[src/rtl/user_io_fifo_bridge.sv]
// user_io_fifo_bridge: GPIO word capture into a FIFO, replayed as narrower beats under edge-acknowledge handshake.
// Ports: wb_clk_i clock; wb_rst_i async active-high reset;
//        io_in  {out_ack, in_strobe, word[IN_W-1:0]};
//        io_out {overflow, out_valid, beat[OUT_W-1:0]};
//        io_oeb pad output enables, active-low.
module user_io_fifo_bridge #(
  parameter int IN_W = 16,
  parameter int OUT_W = 8,
  parameter int DEPTH = 8,
  parameter int SYNC_STAGES = 2
) (
  input  logic              wb_clk_i,
  input  logic              wb_rst_i,
  input  logic [IN_W+1:0]   io_in,
  output logic [OUT_W+1:0]  io_out,
  output logic [OUT_W+1:0]  io_oeb
);
  localparam int BEATS = IN_W / OUT_W;
  localparam int AW = $clog2(DEPTH);
  localparam int BW = BEATS > 1 ? $clog2(BEATS) : 1;
  logic [IN_W+1:0] sync [SYNC_STAGES];
  logic [IN_W+1:0] sin;
  logic stb_d, ack_d, overflow;
  logic [AW-1:0] wr_ptr, rd_ptr;
  logic [AW:0] count;
  logic [BW-1:0] beat;
  logic [IN_W-1:0] mem [DEPTH];
  logic [IN_W-1:0] head;
  logic push, ack_ev, empty, full, last, adv, pop, wr_ok;
  assign sin = sync[SYNC_STAGES-1];
  assign push = sin[IN_W] & ~stb_d;
  assign ack_ev = sin[IN_W+1] & ~ack_d;
  assign empty = count == '0;
  assign full = count == (AW+1)'(DEPTH);
  assign last = beat == BW'(BEATS-1);
  assign adv = ack_ev & ~empty;
  assign pop = adv & last;
  // A push into a full FIFO still succeeds when the head is popped in the same cycle.
  assign wr_ok = push & (~full | pop);
  assign head = mem[rd_ptr];
  assign io_out = {overflow, ~empty, empty ? OUT_W'(0) : head[beat*OUT_W +: OUT_W]};
  always_ff @(posedge wb_clk_i or posedge wb_rst_i) begin
    if (wb_rst_i) begin
      for (int s = 0; s < SYNC_STAGES; s++) sync[s] <= '0;
      stb_d <= 1'b0;
      ack_d <= 1'b0;
      wr_ptr <= '0;
      rd_ptr <= '0;
      count <= '0;
      beat <= '0;
      overflow <= 1'b0;
      io_oeb <= '1;
    end else begin
      sync[0] <= io_in;
      for (int s = 1; s < SYNC_STAGES; s++) sync[s] <= sync[s-1];
      stb_d <= sin[IN_W];
      ack_d <= sin[IN_W+1];
      io_oeb <= '0;
      if (wr_ok) wr_ptr <= wr_ptr + 1'b1;
      if (pop) rd_ptr <= rd_ptr + 1'b1;
      if (adv) beat <= last ? '0 : beat + 1'b1;
      if (push & ~wr_ok) overflow <= 1'b1;
      count <= count + (AW+1)'(wr_ok) - (AW+1)'(pop);
    end
  end
  always_ff @(posedge wb_clk_i)
    if (wr_ok) mem[wr_ptr] <= sin[IN_W-1:0];
endmodule

[config.mk]
export PLATFORM = sky130hd
export DESIGN_NAME = user_io_fifo_bridge
export DESIGN_NICKNAME = d
export VERILOG_FILES = /design/src/rtl/user_io_fifo_bridge.sv
export SDC_FILE = /design/constraint.sdc
export NUM_CORES = 1
export LEC_CHECK = 0
export CAP_MARGIN = 5
export CORE_AREA = 5 5 141 143
export DETAILED_ROUTE_END_ITERATION = 12
export DIE_AREA = 0 0 146 148
export GPL_ROUTABILITY_DRIVEN = 0
export SYNTH_ARGS = -nofsm -noshare
export SYNTH_HDL_FRONTEND = slang
export SYNTH_SLANG_ARGS = --single-unit
[constraint.sdc]
create_clock -name wb_clk_i -period 5.65 [get_ports wb_clk_i]
set_input_delay 1.13 -clock wb_clk_i [delete_from_list [all_inputs] [get_ports wb_clk_i]]
set_output_delay 1.13 -clock wb_clk_i [all_outputs]
set_load 0.01 [all_outputs]
======== Yosys cells after proc, flatten, opt, wreduce, memory -nomap -nowiden ========
Memory sizes are Yosys's and may differ from the RTL's.
Cells that the tools add are included.
cells by class
  add/sub/neg operators ................... 5
  equality and inequality tests ........... 1
  shift operators ......................... 1
  multiplexer cells ....................... 4
  bitwise operators ....................... 12
  reduce and logical (&&, ||, !) cells .... 1
operators by type and width
  cell                 count
  $shiftx 16x5->8      1
  $mux 8               1
  $add 3x1->3 const B  2
  $and 1x1->1          6
  $not 1->1            5
  $add 4x1->4          1
  $eq 4x4->1 const B   1
  $logic_not 4->1      1
  $sub 4x1->4          1
  $mux 1               3
  $add 1x1->1 const B  1
  $or 1x1->1           1
storage, ports and cells
  bits in registers ....................... 60
  memory bits (writable) .................. 128
  input bits .............................. 20
  output and inout bits ................... 20
  logic and storage cells ................. 35
  memories ................................ 1
memories
  name  depth  width  rd ports  clocked after Yosys merged registers in  write ports  RTL line  source
  mem   8      16     1         0                                        1            27        logic [IN_W-1:0] mem [DEPTH];

======== Longest topological paths before layout ========
  depth after elaboration ................. 8
  mapped depth ............................ 10
  gate-level depth less buffers ........... 9

======== Worst setup path before layout ========
Ideal clock, no wire load.
  path type ............................... reg2reg
  from .................................... reg count[2]
  to ...................................... mem mem[0][0], enable pin
  setup time .............................. 0.430 ns
  data arrival time ....................... 2.585 ns
  required time ........................... 5.220 ns
  slack ................................... 2.635 ns
  stages on the path, launching flop included .. 6
  path buffers ............................ 0
  clock period less this slack ............ 3.015 ns
  cells stage by stage .................... dfrtp_1 inv_1 ha_1 and4bb_2 o21ai_4 nor4_1
between the ends
  longest elaborated chain between the ends .. 8
  elaborated cells on any way between the ends .. 10
  those cells by class .................... eq/ne (1); mux (2); bitwise (6); reduce/logical (1)
ends and longest elaborated chain
  what                            RTL line  source
  from (decl)                     25        logic [AW:0] count;
  from (signal assigned)          63        count <= count + (AW+1)'(wr_ok) - (AW+1)'(pop);
  $logic_not 4->1                 33        assign empty = count == '0;
  $not 1->1                       36        assign adv = ack_ev & ~empty;
  $and 1x1->1                     36
  $and 1x1->1                     37        assign pop = adv & last;
  $or 1x1->1 *                    39        assign wr_ok = push & (~full | pop);
  $and 1x1->1 *                   39
  $mux 1 *                        67        if (wr_ok) mem[wr_ptr] <= sin[IN_W-1:0];
  $mux 1 (implied by the code) *  67
  to (decl)                       27
Mark *: on every way between the ends. The rest lies on a longest branch, timed or not.

======== Final worst setup path ========
  from .................................... reg rd_ptr[0]
  to ...................................... out io_out[2]
between the ends
  longest elaborated chain between the ends .. 3
ends and longest elaborated chain
  what                    RTL line  source
  from (decl)             24        logic [AW-1:0] wr_ptr, rd_ptr;
  from (signal assigned)  60        if (pop) rd_ptr <= rd_ptr + 1'b1;
  $mem_v2 8x16            n/a
  $shiftx 16x5->8         41        assign io_out = {overflow, ~empty, empty ? OUT_W'(0) : head[beat*OUT_W +: OUT_W]};
  $mux 8                  41
  to (decl)               15        output logic [OUT_W+1:0] io_out,
No other way between the ends.

==> run_results.csv <==
group,metric,value,unit
run_status,status,"completed",
layout,antenna_cells,0,
synthesis,yosys-top-cells-area,"edfxtp_1 57%, dfrtp_1 19%, mux4_1 8.2%",
worst_setup_path,worstPathArrival,3.03,ns
grt,grt_max_degree,30,
clock_tree,hold_buffers,0,
synthesis,synth-edff-count,128,
clock_tree,cts_buffers,17,
route,drt-total-wl,11.89,mm
floorplan,chipHeight,148,µm
clock_tree,cts_setup_buffers,0,
clock_tree,insertion_delay,0.42,ns
synthesis,synth.most_common_cell,"edfxtp_1",
grt,antenna_found_initial,0,
timing,hold-worst-slack,0.3471,ns
power,p_leak,2.832,nW
synthesis,synth_area,6741,µm²
timing,worstMarginPinSlew,1.203,ns
synthesis,synth_largest_area_cell,"edfxtp_1",
synthesis,synth_area_per_cell,21.54,µm²
place,hpwl,6.932,mm
worst_setup_path,cp_data_required_time,4.52,ns
route,via_count,2949,
clock_tree,cts_tree,"built",
synthesis,yosysUniqueCellTypes,34,
timing,finClkSkew,0.007008,ns
route,first_pass_iters,4,
grt,grt_pass1_wl,18.84,mm
clock_tree,clockBufferDepth,2,
worst_setup_path,start_kind,"flop",
worst_setup_path,r2r-end,"mem[3][11]",
grt,grt_usage,11.84,%
floorplan,initial_utilization,36.53,%
timing,finalSetupViolations,0,
floorplan,core_area,18460,µm²
timing,setup_tns,0,ns
synthesis,synth_seq_cells,179,
layout,syn_to_final_growth,18.06,%
timing,fin_crit_sh,73.63,%
worst_setup_path,reg2reg_from,"count[2]",
timing,max_freq,240.4,MHz
synthesis,synth_fp_nets,341,
grt,grt_pass1_vias,3303,
clock_tree,htreeDepth,4,
route,first_iter_violations,195,
floorplan,num_rows,50,
floorplan,die_w,146,µm
timing,finalCriticalPeriod,4.160,ns
grt,grt.overflow.total,0,
layout,drive_gt1_share,16.53,%
power,vdd_drop_max,0.2665,mV
timing,slew_viol_final,0,
timing,rsz0062_at_grt,"false",
timing,relSlewSlack,19.55,%
clock_tree,cts-root-buf,"clkbuf_16",
worst_setup_path,crit_type,"reg2out",
route,wire_per_inst,19.72,µm
min_path,hp-class,"reg2reg",
min_path,hold_start,"sync[23]",
route,ant_nets,0,
synthesis,yosys_warnings,0,
min_path,hold_depth,0,
power,p_per_area,480.0,nW/µm²
synthesis,synthFlopType,"edfxtp_1",
clock_tree,clock_sinks,179,
worst_setup_path,end_kind,"output port",
timing,hold_violations,0,
synthesis,synth_top_area_share,57.02,%
synthesis,synthTopCellsByCount,"128 x edfxtp_1, 50 x dfrtp_1, 21 x mux4_1",
worst_setup_path,path_max_fanout,25,
place,portBuffers,39,
floorplan,io_pins,40,
floorplan,die_area,21610,µm²
clock_tree,clk_pin_slew,0.06,ns
worst_setup_path,r2r_cells,5,
layout,nets,384,
synthesis,ys_seq_area_share,75.97,%
job,cap_violations,0,
clock_tree,cts_resized,0,
route,drc_errors,0,
route,avgViaCountPerCell,4.891,
worst_setup_path,r2r_slack,3.13,ns
min_path,min_to,"sin[5]",
synthesis,netlist_instances,313,
synthesis,ys_async_sr_fraction,28.49,%
==> cell type report <==
cell class	instances	area [µm²]
Timing Repair Buffer	47	450.4
Clock inverter	9	125.1
Fill cell	1563	10500
Sequential cell	179	5121
Multi-Input combinational cell	105	1458
Tap cell	234	292.8
Inverter	6	22.52
Clock buffer	23	489.2
==> metal layers <==
metal  global-route usage, %  up-vias  share of wire (%)
li1                        -     1331                  -
met1                   15.96     1531                 45
met2                   18.40       71                 49
met3                   3.709       16                4.5
met4                   3.998        0                1.6
met5                       0        -                  0
==> logic make-up (layout without fill, tap and decap cells) <==
family | count (synthesis) | in the layout | share of synthesized area [%]
adders and majority gates | 8 | 8 | 1.596
buffers and inverters | 29 | 85 | 3.174
DFF | 179 | 179 | 75.97
muxes | 51 | 51 | 14.72
xor gates and xnor gates | 7 | 7 | 0.9094
and+or+nand+nor | 24 | 24 | 2.079
AOI/OAI and AO/OA | 14 | 14 | 1.503
other | 1 | 1 | 0.05563
==> power by group <==
group / internal [mW] / switching, mW
logic: 0.495 / 0.456
clock network: 0.743 / 0.466
registers: 1.54 / 0.118
total: 2.78 / 1.04
==> how the worst max path moves through the flow <==
stage | from | end | slack, ns
4_1_cts | rd_ptr[0] | io_out[2] | 1.37
6_report | rd_ptr[0] | io_out[2] | 1.49
3_3_place_gp | rd_ptr[0] | io_out[5] | 1.87
3_5_place_dp | rd_ptr[0] | io_out[5] | 1.87
2_1_floorplan | count[2] | mem[0][0] | 2.64
5_1_grt | rd_ptr[0] | io_out[2] | 1.24
==> cells in the final DEF (no fill, tap or decap), types with 2 or more instances in the layout <==
cell             instances
nor2b_1                  2
clkinvlp_4               2
buf_4                    8
clkbuf_16               18
a21o_1                   2
mux2i_1                 17
nand2_1                  3
nor3_4                   4
edfxtp_1               128
bufinv_16                3
o22ai_1                  8
or3b_1                   2
mux4_1                  21
nor2_1                   5
clkinv_2                 4
dfrtp_1                 50
mux4_2                  11
inv_1                    5
o211ai_1                 2
clkbuf_8                 2
clkdlybuf4s50_1         39
nand2b_1                 3
xnor2_1                  6
mux2_2                   2
clkbuf_1                 3
ha_1                     7
==> registers in the layout (all words and copies together), names as in the netlist, 3 cells and up <==
name / count
sin: 18
count: 4
sync: 18
wr_ptr: 3
rd_ptr: 3
mem: 128
==> per-stage QoR <==
step           instances  worst slack, ns  power, mW  area [µm²]  util [%]
6_report             603            1.490      3.821        7959     43.13
2_1_floorplan        313            2.635      2.345        6741         -
4_1_cts              603            1.374      3.877        7959     43.13
5_1_grt              603            1.238      4.017        7959     43.13
3_5_place_dp         571            1.868      2.659        7345     39.80
3_3_place_gp         571            1.871      2.638        7345     39.80
==> critical path, cell delays in order (launching register included) <==
cell             delay [ns]
dfrtp_1                0.62
buf_4                  0.48
mux4_1                 0.63
mux2i_1                0.22
o22ai_1                0.12
clkdlybuf4s50_1        0.51
Note: power is estimated with default switching activity, not from simulation.
